--- src/rtl/forward_hazard_unit.sv ---
// Operand-forwarding select and load-use stall generator for the ID/EX register-file muxes.
// Latency: selects and stall are combinational from ID sources and the EX/MEM/WB shadow pipeline.
// Backpressure: stall holds PC and IF/ID for one cycle and injects a bubble into EX; flush overrides stall.
// Optional feature: define STALL_COUNT_EN to build the saturating load-use stall counter.
module forward_hazard_unit #(
    parameter int REG_W  = 4,
    parameter int PC_REG = 15
) (
    input  logic             clk,
    input  logic             reset_n,
    input  logic [REG_W-1:0] id_rn,
    input  logic [REG_W-1:0] id_rm,
    input  logic [REG_W-1:0] id_rd,
    input  logic [2:0]       id_use,
    input  logic [REG_W-1:0] id_dest,
    input  logic             id_wr_en,
    input  logic             id_is_load,
    input  logic             flush,
    output logic [1:0]       sel_a,
    output logic [1:0]       sel_b,
    output logic [1:0]       sel_c,
    output logic             stall,
    output logic [31:0]      stall_count
);

    localparam logic [REG_W-1:0] PC_R = REG_W'(PC_REG);

    localparam logic [1:0] SEL_RF  = 2'b00;
    localparam logic [1:0] SEL_EX  = 2'b01;
    localparam logic [1:0] SEL_MEM = 2'b10;
    localparam logic [1:0] SEL_WB  = 2'b11;

    typedef struct packed {
        logic             valid;
        logic             wr_en;
        logic [REG_W-1:0] dest;
        logic             is_load;
    } stage_t;

    stage_t ex_q, mem_q, wb_q;
    stage_t ex_d;
    stage_t id_entry;

    logic [REG_W-1:0] src [3];
    logic [1:0]       sel_v [3];
    logic             hazard;

    // A stage feeds a source only if it really writes that register, the source is in use,
    // and the source is not the PC (which is always read from the register file).
    function automatic logic stage_match(input stage_t s, input logic [REG_W-1:0] r, input logic use_b);
        return s.valid && s.wr_en && (s.dest == r) && (r != PC_R) && use_b;
    endfunction

    assign src[0] = id_rn;
    assign src[1] = id_rm;
    assign src[2] = id_rd;

    assign id_entry = '{valid: 1'b1, wr_en: id_wr_en, dest: id_dest, is_load: id_is_load};

    // Per-source select with EX > MEM > WB > RF priority; a load in EX raises the hazard instead.
    always_comb begin
        hazard = 1'b0;
        for (int i = 0; i < 3; i++) begin
            sel_v[i] = SEL_RF;
            if (stage_match(ex_q, src[i], id_use[i])) begin
                if (ex_q.is_load) begin
                    hazard = 1'b1;
                end else begin
                    sel_v[i] = SEL_EX;
                end
            end else if (stage_match(mem_q, src[i], id_use[i])) begin
                sel_v[i] = SEL_MEM;
            end else if (stage_match(wb_q, src[i], id_use[i])) begin
                sel_v[i] = SEL_WB;
            end
        end
    end

    assign sel_a = sel_v[0];
    assign sel_b = sel_v[1];
    assign sel_c = sel_v[2];
    assign stall = hazard && !flush;

    // A stalled or flushed ID instruction never enters EX; a bubble takes its place.
    always_comb begin
        ex_d = '0;
        if (!stall && !flush) begin
            ex_d = id_entry;
        end
    end

    // Shadow pipeline advances every cycle; only EX can receive a bubble.
    always_ff @(posedge clk or negedge reset_n) begin
        if (!reset_n) begin
            ex_q  <= '0;
            mem_q <= '0;
            wb_q  <= '0;
        end else begin
            ex_q  <= ex_d;
            mem_q <= ex_q;
            wb_q  <= mem_q;
        end
    end

`ifdef STALL_COUNT_EN
    logic [31:0] stall_count_q, stall_count_d;

    // Count stall cycles, holding at all-ones rather than wrapping.
    always_comb begin
        stall_count_d = stall_count_q;
        if (stall && (stall_count_q != 32'hFFFF_FFFF)) begin
            stall_count_d = stall_count_q + 32'd1;
        end
    end

    // Counter register, cleared by reset.
    always_ff @(posedge clk or negedge reset_n) begin
        if (!reset_n) begin
            stall_count_q <= 32'd0;
        end else begin
            stall_count_q <= stall_count_d;
        end
    end

    assign stall_count = stall_count_q;
`else
    assign stall_count = 32'd0;
`endif

endmodule

--- config.mk ---
export PLATFORM = sky130hd
export DESIGN_NAME = forward_hazard_unit
export DESIGN_NICKNAME = d
export VERILOG_FILES = /design/src/rtl/forward_hazard_unit.sv
export SDC_FILE = /design/constraint.sdc
export NUM_CORES = 1
export LEC_CHECK = 0
export BUFFER_PORTS_ARGS = -buffer_cell sky130_fd_sc_hd__buf_2
export CAP_MARGIN = 20
export CORE_ASPECT_RATIO = 0.5
export CORE_MARGIN = 1
export CORE_UTILIZATION = 36
export CTS_BUF_LIST = sky130_fd_sc_hd__clkbuf_8 sky130_fd_sc_hd__clkbuf_16
export DETAILED_ROUTE_END_ITERATION = 10
export SLEW_MARGIN = 20
export SYNTH_ARGS = -nofsm -noshare
export SYNTH_HDL_FRONTEND = slang
export SYNTH_SLANG_ARGS = --single-unit
--- constraint.sdc ---
create_clock -name clk -period 5.9 [get_ports clk]
set_clock_uncertainty 0.15 [all_clocks]
set_input_delay 0.59 -clock clk [delete_from_list [all_inputs] [get_ports clk]]
set_output_delay 0.59 -clock clk [all_outputs]
set_load 0.005 [all_outputs]
== After elaboration in Yosys (flattened, before gate mapping) ==
Index checks and enable logic that the tools add are counted.
Cells by class
  equal/unequal tests: 12
  multiplexer cells: 17
  reduce and logical (&&, ||, !) cells: 34
Operator list (count)
  == test 4 bit: 9
  logical AND 1 bit: 32
  2-to-1 mux 2 bit: 9
  inequality test 4 bit (second input constant): 3
  2-to-1 mux 1 bit: 7
  2-to-1 mux 7 bit: 1
  zero test 1 bit: 2
Storage, ports and cells
  register bits after elaboration: 19
  word-level logic and storage cells: 73

== Logic depth before layout (Yosys ltp) ==
Gate-level depths: netlist of the first run.
  word-level depth: 13
  gate-level depth with buffers: 5

== Least setup slack after synthesis of the first run ==
OpenSTA, ideal clock, no wires.
  path kind: input to output
  start: in id_rd[2]
  end: out stall
  arrival: 1.724 ns
  data required time: 5.160 ns
  setup slack: 3.436 ns
  cell stages on the path: 4
  cell sequence: xor2_1 > or4_1 > a31oi_4 > and2b_1
Between the ends
  cells in the longest elaborated chain, start to end: 6
  elaborated cells between the ends (all ways): 7
  those cells by class: eq/ne (2); mux (1); reduce/logical (4)
RTL lines
  start: declaration: line 13  | input logic [REG_W-1:0] id_rd,
  == test 4 bit: line 51  | return s.valid && s.wr_en && (s.dest == r) && (r != PC_R) && use_b;
  logical AND 1 bit: line 51
  logical AND 1 bit (*) (2 in series): line 51
  2-to-1 mux 1 bit (*): line 65  | if (stage_match(ex_q, src[i], id_use[i])) begin
  logical AND 1 bit (*): line 82  | assign stall = hazard && !flush;
  end: declaration: line 22  | output logic stall,
Every way passes the cells marked *; elsewhere a longest branch is shown, timed or not.

== Final worst setup path of the first run ==
  start: reg ex_q[2] in the netlist's numbering
  end: out stall
Between the ends
  cells in the longest elaborated chain, start to end: 10
  elaborated cells between the ends (all ways): 18
  those cells by class: eq/ne (3); mux (5); reduce/logical (10)
RTL lines
  start: declaration: line 40  | stage_t ex_q, mem_q, wb_q;
  start signal: assignment: line 95  | ex_q <= '0;
  start signal: assignment: line 99  | ex_q <= ex_d;
  == test 4 bit: line 51
  logical AND 1 bit (3 in series): line 51
  2-to-1 mux 1 bit: line 65
  2-to-1 mux 1 bit: line 66  | if (ex_q.is_load) begin
  2-to-1 mux 1 bit: line 65
  2-to-1 mux 1 bit: line 66
  2-to-1 mux 1 bit (*): line 65
  logical AND 1 bit (*): line 82
Marks and branches as above.

==> results of run 1 <==
power by group:
group          internal, mW  switching, mW
clock network        0.0461         0.0376
registers             0.137        0.00873
logic                0.0243         0.0268
total                 0.207         0.0732
cell type report:
cell class,instances,area share
Tap cell,51,0.0429
Inverter,1,0.00253
Clock buffer,3,0.0278
Clock inverter,1,0.00253
Sequential cell,19,0.320
Timing Repair Buffer,30,0.101
Multi-Input combinational cell,118,0.503
final timing paths:
| path | endpoint | start | cells past startpoint |
|---|---|---|---|
| min in group clk | wb_q[5] | mem_q[5] | 0 |
| worst max register to register | ex_q[1] | ex_q[2] | 5 |
| worst max-delay path | stall | ex_q[2] | 6 |
| worst min register to register | wb_q[5] | mem_q[5] | 0 |
| max in group asynchronous | ex_q[2] | reset_n | 1 |
| worst min-delay path | mem_q[1] | reset_n | 1 |
cell usage in the layout (no fill, tap or decap), drive strengths merged, types with 2 or more instances in the layout:
master,n
o21ai,2
conb,32
a21boi,2
nor3b,6
dfrtp,19
clkbuf,3
nor4,3
nor2,3
buf,30
xor2,8
xnor2,28
nand2,7
inv,2
nand4,3
or4,6
nand3,11
logic make-up (layout without fill, tap and decap cells):
family,Yosys count,count (layout),synth area share
mux,1,1,0.00739
simple gates,44,44,0.189
flops,19,19,0.351
buf+inv,34,35,0.183
xor+xnor,36,36,0.233
other cells,1,32,0.00277
compound gates,5,5,0.0342
state kept, by name, summed over array words and instances (netlist names):
signal,flops
wb_q,6
mem_q,6
ex_q,7
layer usage:
metal	GRT usage	up-vias	wire length (um)	share of wire
li1	-	474	-	-
met1	0.176	442	1180	0.48
met2	0.208	42	1090	0.44
met3	0.0236	4	147	0.060
met4	0.0581	0	34	0.014
met5	0	-	0	0
worst register-to-register path: cells and delay by family (launching register included):
family | cells | cell delay, ns
compound gates | 1 | 0.33
simple gates | 3 | 0.74
xor+xnor | 1 | 0.20
flops | 1 | 0.45
==> flow_summary.yaml, run 1 <==
job:
  cap_viol_max_count: 0
detailed_routing:
  routedWlPerCell_um: 11.0
  route.final.wire_length_mm: 2.45
  detailedRoute.firstIterationViolations: 19
  detail-route-antenna-nets: 0
  drtPass1Iterations: 3
  drc_violations_left: 0
  viasPerCell: 4.31
  vias: 962
grt:
  global_route_wire_length_before_repair_mm: 3.80
  pin_count_of_the_biggest_net_entering_global_routing: 20
  track_usage: 0.130
  overflow: 0
  via_count_of_the_first_global_routing_pass: 831
  grt_antenna_before_repair: 0
synthesis:
  yosys_warnings: 0
  number_of_enable_type_register_cells_in_the_synthesized_netlist: 0
  fraction_of_registers_with_async_set_or_reset_after_synthesis: 1.00
  post_synth.cell_area_avg_sq_um: 9.68
  ys_types: 24
  synthMostInstantiatedCell: "sky130_fd_sc_hd__buf_4"
  yosys-top-cells-count: "32 x sky130_fd_sc_hd__buf_4, 28 x sky130_fd_sc_hd__xnor2_1, 19 x sky130_fd_sc_hd__dfrtp_1"
  syn_area_sq_um: 1360
  yosysSeqAreaShare: 0.351
  synth-seq-cells: 19
  syn_inst_count: 140
  yosys-top-cells-area: "sky130_fd_sc_hd__dfrtp_1 35%, sky130_fd_sc_hd__xnor2_1 18%, sky130_fd_sc_hd__buf_4 18%"
  dominantRegCellSynth: "sky130_fd_sc_hd__dfrtp_1"
  yosysTopAreaCell: "sky130_fd_sc_hd__dfrtp_1"
  synthDominantCellAreaShare: 0.351
setup_path:
  crit_type: "flop to output port"
  timing.critical_path.from_type: "flop"
  critical-path-top-delay-family: "simple AND/OR/NAND/NOR gates"
  worst_setup_path_end_kind: "output port"
  critPathSlowestCell: "sky130_fd_sc_hd__or4_4"
  cp_cell_sequence: "xnor2_1, nand3_1, or4_4, a31oi_4, and2b_1, buf_2"
  critPathMaxFanout: 8
  max_stage_delay_ns: 0.53
  worstPathRequired_ns: 5.16
  total_buffers_and_inverters_traversed_by_the_critical_path: 1
  critPathArrivalTime_ns: 2.13
  timing.reg2reg.setup_slack_ns: 3.90
timing:
  report.final.slew_viol_count: 0
  report.final.setup_viol: 0
  unrepaired_setup_endpoints_after_global_routing: "false"
  layout_min_cycle_time_ns: 2.87
  smallest_setup_slack_after_layout_ns: 3.03
  worst_hold_slack_ns: 0.114
  setup-tns-final_ns: 0
  final_clock_period_utilization_by_the_worst_path: 0.487
  fmaxAchievable_mhz: 348
  hold_viol_final: 0
placement:
  dpl.hpwl_mm: 2.11
  portBuffers: 30
  pre_cts_slack_ns: 3.04
  routabilityCongestion: 0.759
  place_area_sq_um: 1440
  placedCellCount: 219
floorplan:
  dieWidth_um: 88.8
  placement_rows: 15
  die_y_um: 45.4
  start_util: 0.386
  die_area_sq_um: 4030
  core_area_sq_um: 3510
  ioPinCount: 63
pwr:
  pwrdens_nw_per_um2: 189
  post-layout-total-power_mw: 0.281
  total_leakage_power_nw: 0.680
  vdd_drop_max_uv: 90.3
clock_network:
  cts_tree: "done"
  cts_hold_repair.buffers: 0
  clock_tree.buffer_depth: 2
  post-cts-setup-buffers: 0
  worst_skew_pair.late_latency_ns: 0.25
  resized_gates_after_cts: 0
  cts-buffers-inserted: 3
  cts.sink_count: 19
  clockRootBuffer: "sky130_fd_sc_hd__clkbuf_8"
  ctsHtreeMaxLevel: 1
  path_clk_slew_ns: 0.06
outcome:
  run_status: "completed"
final_layout:
  final_cell_area_sq_um: 1490
  final_nets: 197
  antennaDiodeCount: 0
  final_cells: 223
  seq_area_sq_um: 475
  multiInputGateArea_sq_um: 748
  area_delta_synth_final_pct: 9.70
  layout_cells_sized_above_1: 0.203
  final_util: 0.424
  nFillCells: 337
min_path:
  hold_path_class: "input port to async pin"
Note: power is estimated with default switching activity, not from simulation.
==> run 2, diff against run 1 <==
- clock period: 5.9 -> 2.95 ns (I/O delays scaled with it)
==> flow_summary.yaml, run 2 (synthesized netlist as in run 1, its figures left out) <==
outcome:
  run_status: "completed"
detailed_routing:
  viasPerCell: 4.52
  routedWlPerCell_um: 12.2
  detailedRoute.firstIterationViolations: 101
  detail-route-antenna-nets: 0
  drtPass1Iterations: 4
  drc_violations_left: 0
  route.final.wire_length_mm: 2.74
  vias: 1012
final_layout:
  mostFrequentLayoutCell: "sky130_fd_sc_hd__conb_1"
  layout_cells_sized_above_1: 0.208
  registers.top_by_ff_count: "ex_q"
  antennaDiodeCount: 0
  largest_register_ff_count: 7
  area_delta_synth_final_pct: 10.7
  reg_top3: "ex_q (7), mem_q (6), wb_q (6)"
  final_nets: 198
  multiInputGateArea_sq_um: 748
  mostFrequentLayoutCells: "32 x sky130_fd_sc_hd__conb_1, 30 x sky130_fd_sc_hd__buf_2, 28 x sky130_fd_sc_hd__xnor2_1, 19 x sky130_fd_sc_hd__dfrtp_1, 11 x sky130_fd_sc_hd__nand3_1"
  final_cell_area_sq_um: 1500
  seq_area_sq_um: 475
  nFillCells: 344
pwr:
  pwrdens_nw_per_um2: 392
  post-layout-total-power_mw: 0.588
  vdd_drop_max_uv: 275
  total_leakage_power_nw: 0.679
grt:
  globalRouteMet2Util: 0.251
  gr-usage-met3: 0.0453
  pin_count_of_the_biggest_net_entering_global_routing: 20
  grt_antenna_before_repair: 0
  via_count_of_the_first_global_routing_pass: 892
  track_usage: 0.151
  global_route_wire_length_before_repair_mm: 4.39
  grtUsageMet1: 0.201
  overflow: 0
  gr-max-usage-layer: "met2"
floorplan:
  start_util: 0.386
  die_area_sq_um: 4030
  placement_rows: 15
  core_area_sq_um: 3510
  dieWidth_um: 88.8
  die_y_um: 45.4
  ioPinCount: 63
min_path:
  hold_path_class: "input port to flop"
  hold_path_startpoint: "id_is_load"
  hold-path-endpoint: "ex_q[0]"
  min_path_cells: 2
clock_network:
  clock_tree.buffer_depth: 2
  cts.sink_count: 19
  clockRootBuffer: "sky130_fd_sc_hd__clkbuf_8"
  path_clk_slew_ns: 0.08
  worst_skew_pair.late_latency_ns: 0.26
  ctsHtreeMaxLevel: 1
  cts-buffers-inserted: 3
  cts_tree: "done"
setup_path:
  worstPathRequired_ns: 2.51
  total_buffers_and_inverters_traversed_by_the_critical_path: 1
  critical-path-top-delay-family: "simple AND/OR/NAND/NOR gates"
  cp_cell_sequence: "xnor2_1, nand3_1, or4_4, a31oi_4, and2b_1, buf_2"
  worst_setup_path_end_kind: "output port"
  worstRegToRegCells: 5
  critPathArrivalTime_ns: 2.12
  crit_type: "flop to output port"
  critPathMaxFanout: 8
  worstReg2RegEnd: "ex_q[3]"
  critPathSlowestCell: "sky130_fd_sc_hd__or4_4"
  max_stage_delay_ns: 0.53
  timing.critical_path.from_type: "flop"
  reg2reg_from: "ex_q[3]"
  timing.reg2reg.setup_slack_ns: 0.95
placement:
  place_area_sq_um: 1440
  dpl.hpwl_mm: 2.24
  routabilityCongestion: 0.810
  portBuffers: 30
timing:
  report.final.setup_viol: 0
  worst_hold_slack_ns: 0.141
  setup-tns-final_ns: 0
  unrepaired_setup_endpoints_after_global_routing: "false"
  report.final.slew_viol_count: 0
  hold_viol_final: 0
  fmaxAchievable_mhz: 389
  final_clock_period_utilization_by_the_worst_path: 0.871
  layout_min_cycle_time_ns: 2.57
job:
  cap_viol_max_count: 0
==> run 2: changes by cell type in the layout (fill, tap and decap cells not counted), sizes merged <==
cell,previous run,this run
clkinvlp,0,1
inv,2,1
dlygate4sd3,0,1
==> run 2: report_power, final <==
part           internal, mW  switching (mW)
logic                0.0494          0.0552
registers             0.274          0.0188
clock network        0.0952          0.0958
total                 0.418           0.170
==> run 2: what timing repair did <==
item	CTS	global route
hold buffers	1	0
buffers inserted	0	0
resized for setup	0	0
hold endpoints to repair	19	0
==> run 2: how the worst max path moves through the flow <==
stage,start,endpoint,slack (ns),cells after the start
3_3_place_gp,ex_q[4],stall,0.71,6
5_1_grt,ex_q[4],stall,0.27,6
3_5_place_dp,ex_q[4],stall,0.68,6
4_1_cts,ex_q[4],stall,0.37,6
2_1_floorplan,ex_q[4],stall,0.93,5
6_report,ex_q[3],stall,0.38,6
==> run 2: worst register-to-register path, delay by kind of cell, from the launching register on <==
| kind | cells | cell delay (ns) |
|---|---|---|
| AND/OR/NAND/NOR | 3 | 0.75 |
| flip-flops | 1 | 0.45 |
| AO/OA/AOI/OAI | 1 | 0.33 |
| XOR/XNOR | 1 | 0.20 |
==> run 2: metrics by stage <==
stage | worst slack [ns] | instances | util
after CTS | 0.375 | 224 | 0.427
final | 0.380 | 224 | 0.427
after global placement | 0.712 | 219 | 0.411
after global routing | 0.268 | 224 | 0.427
after floorplan | 0.926 | 171 | -
after detailed placement | 0.683 | 219 | 0.411
==> run 2: layer usage <==
| metal | part of all wire | vias to the layer above |
|---|---|---|
| met5 | 0 | - |
| met4 | 0.0036 | 0 |
| met3 | 0.11 | 2 |
| met2 | 0.44 | 64 |
| met1 | 0.45 | 473 |
| li1 | - | 473 |
==> run 2: area by class of cell <==
type	instances	area share
clock inverter	1	0.00500
tap	51	0.0425
timing repair buffer	31	0.107
sequential	19	0.317
multi-input combinational	118	0.499
inverter	1	0.00250
clock buffer	3	0.0275
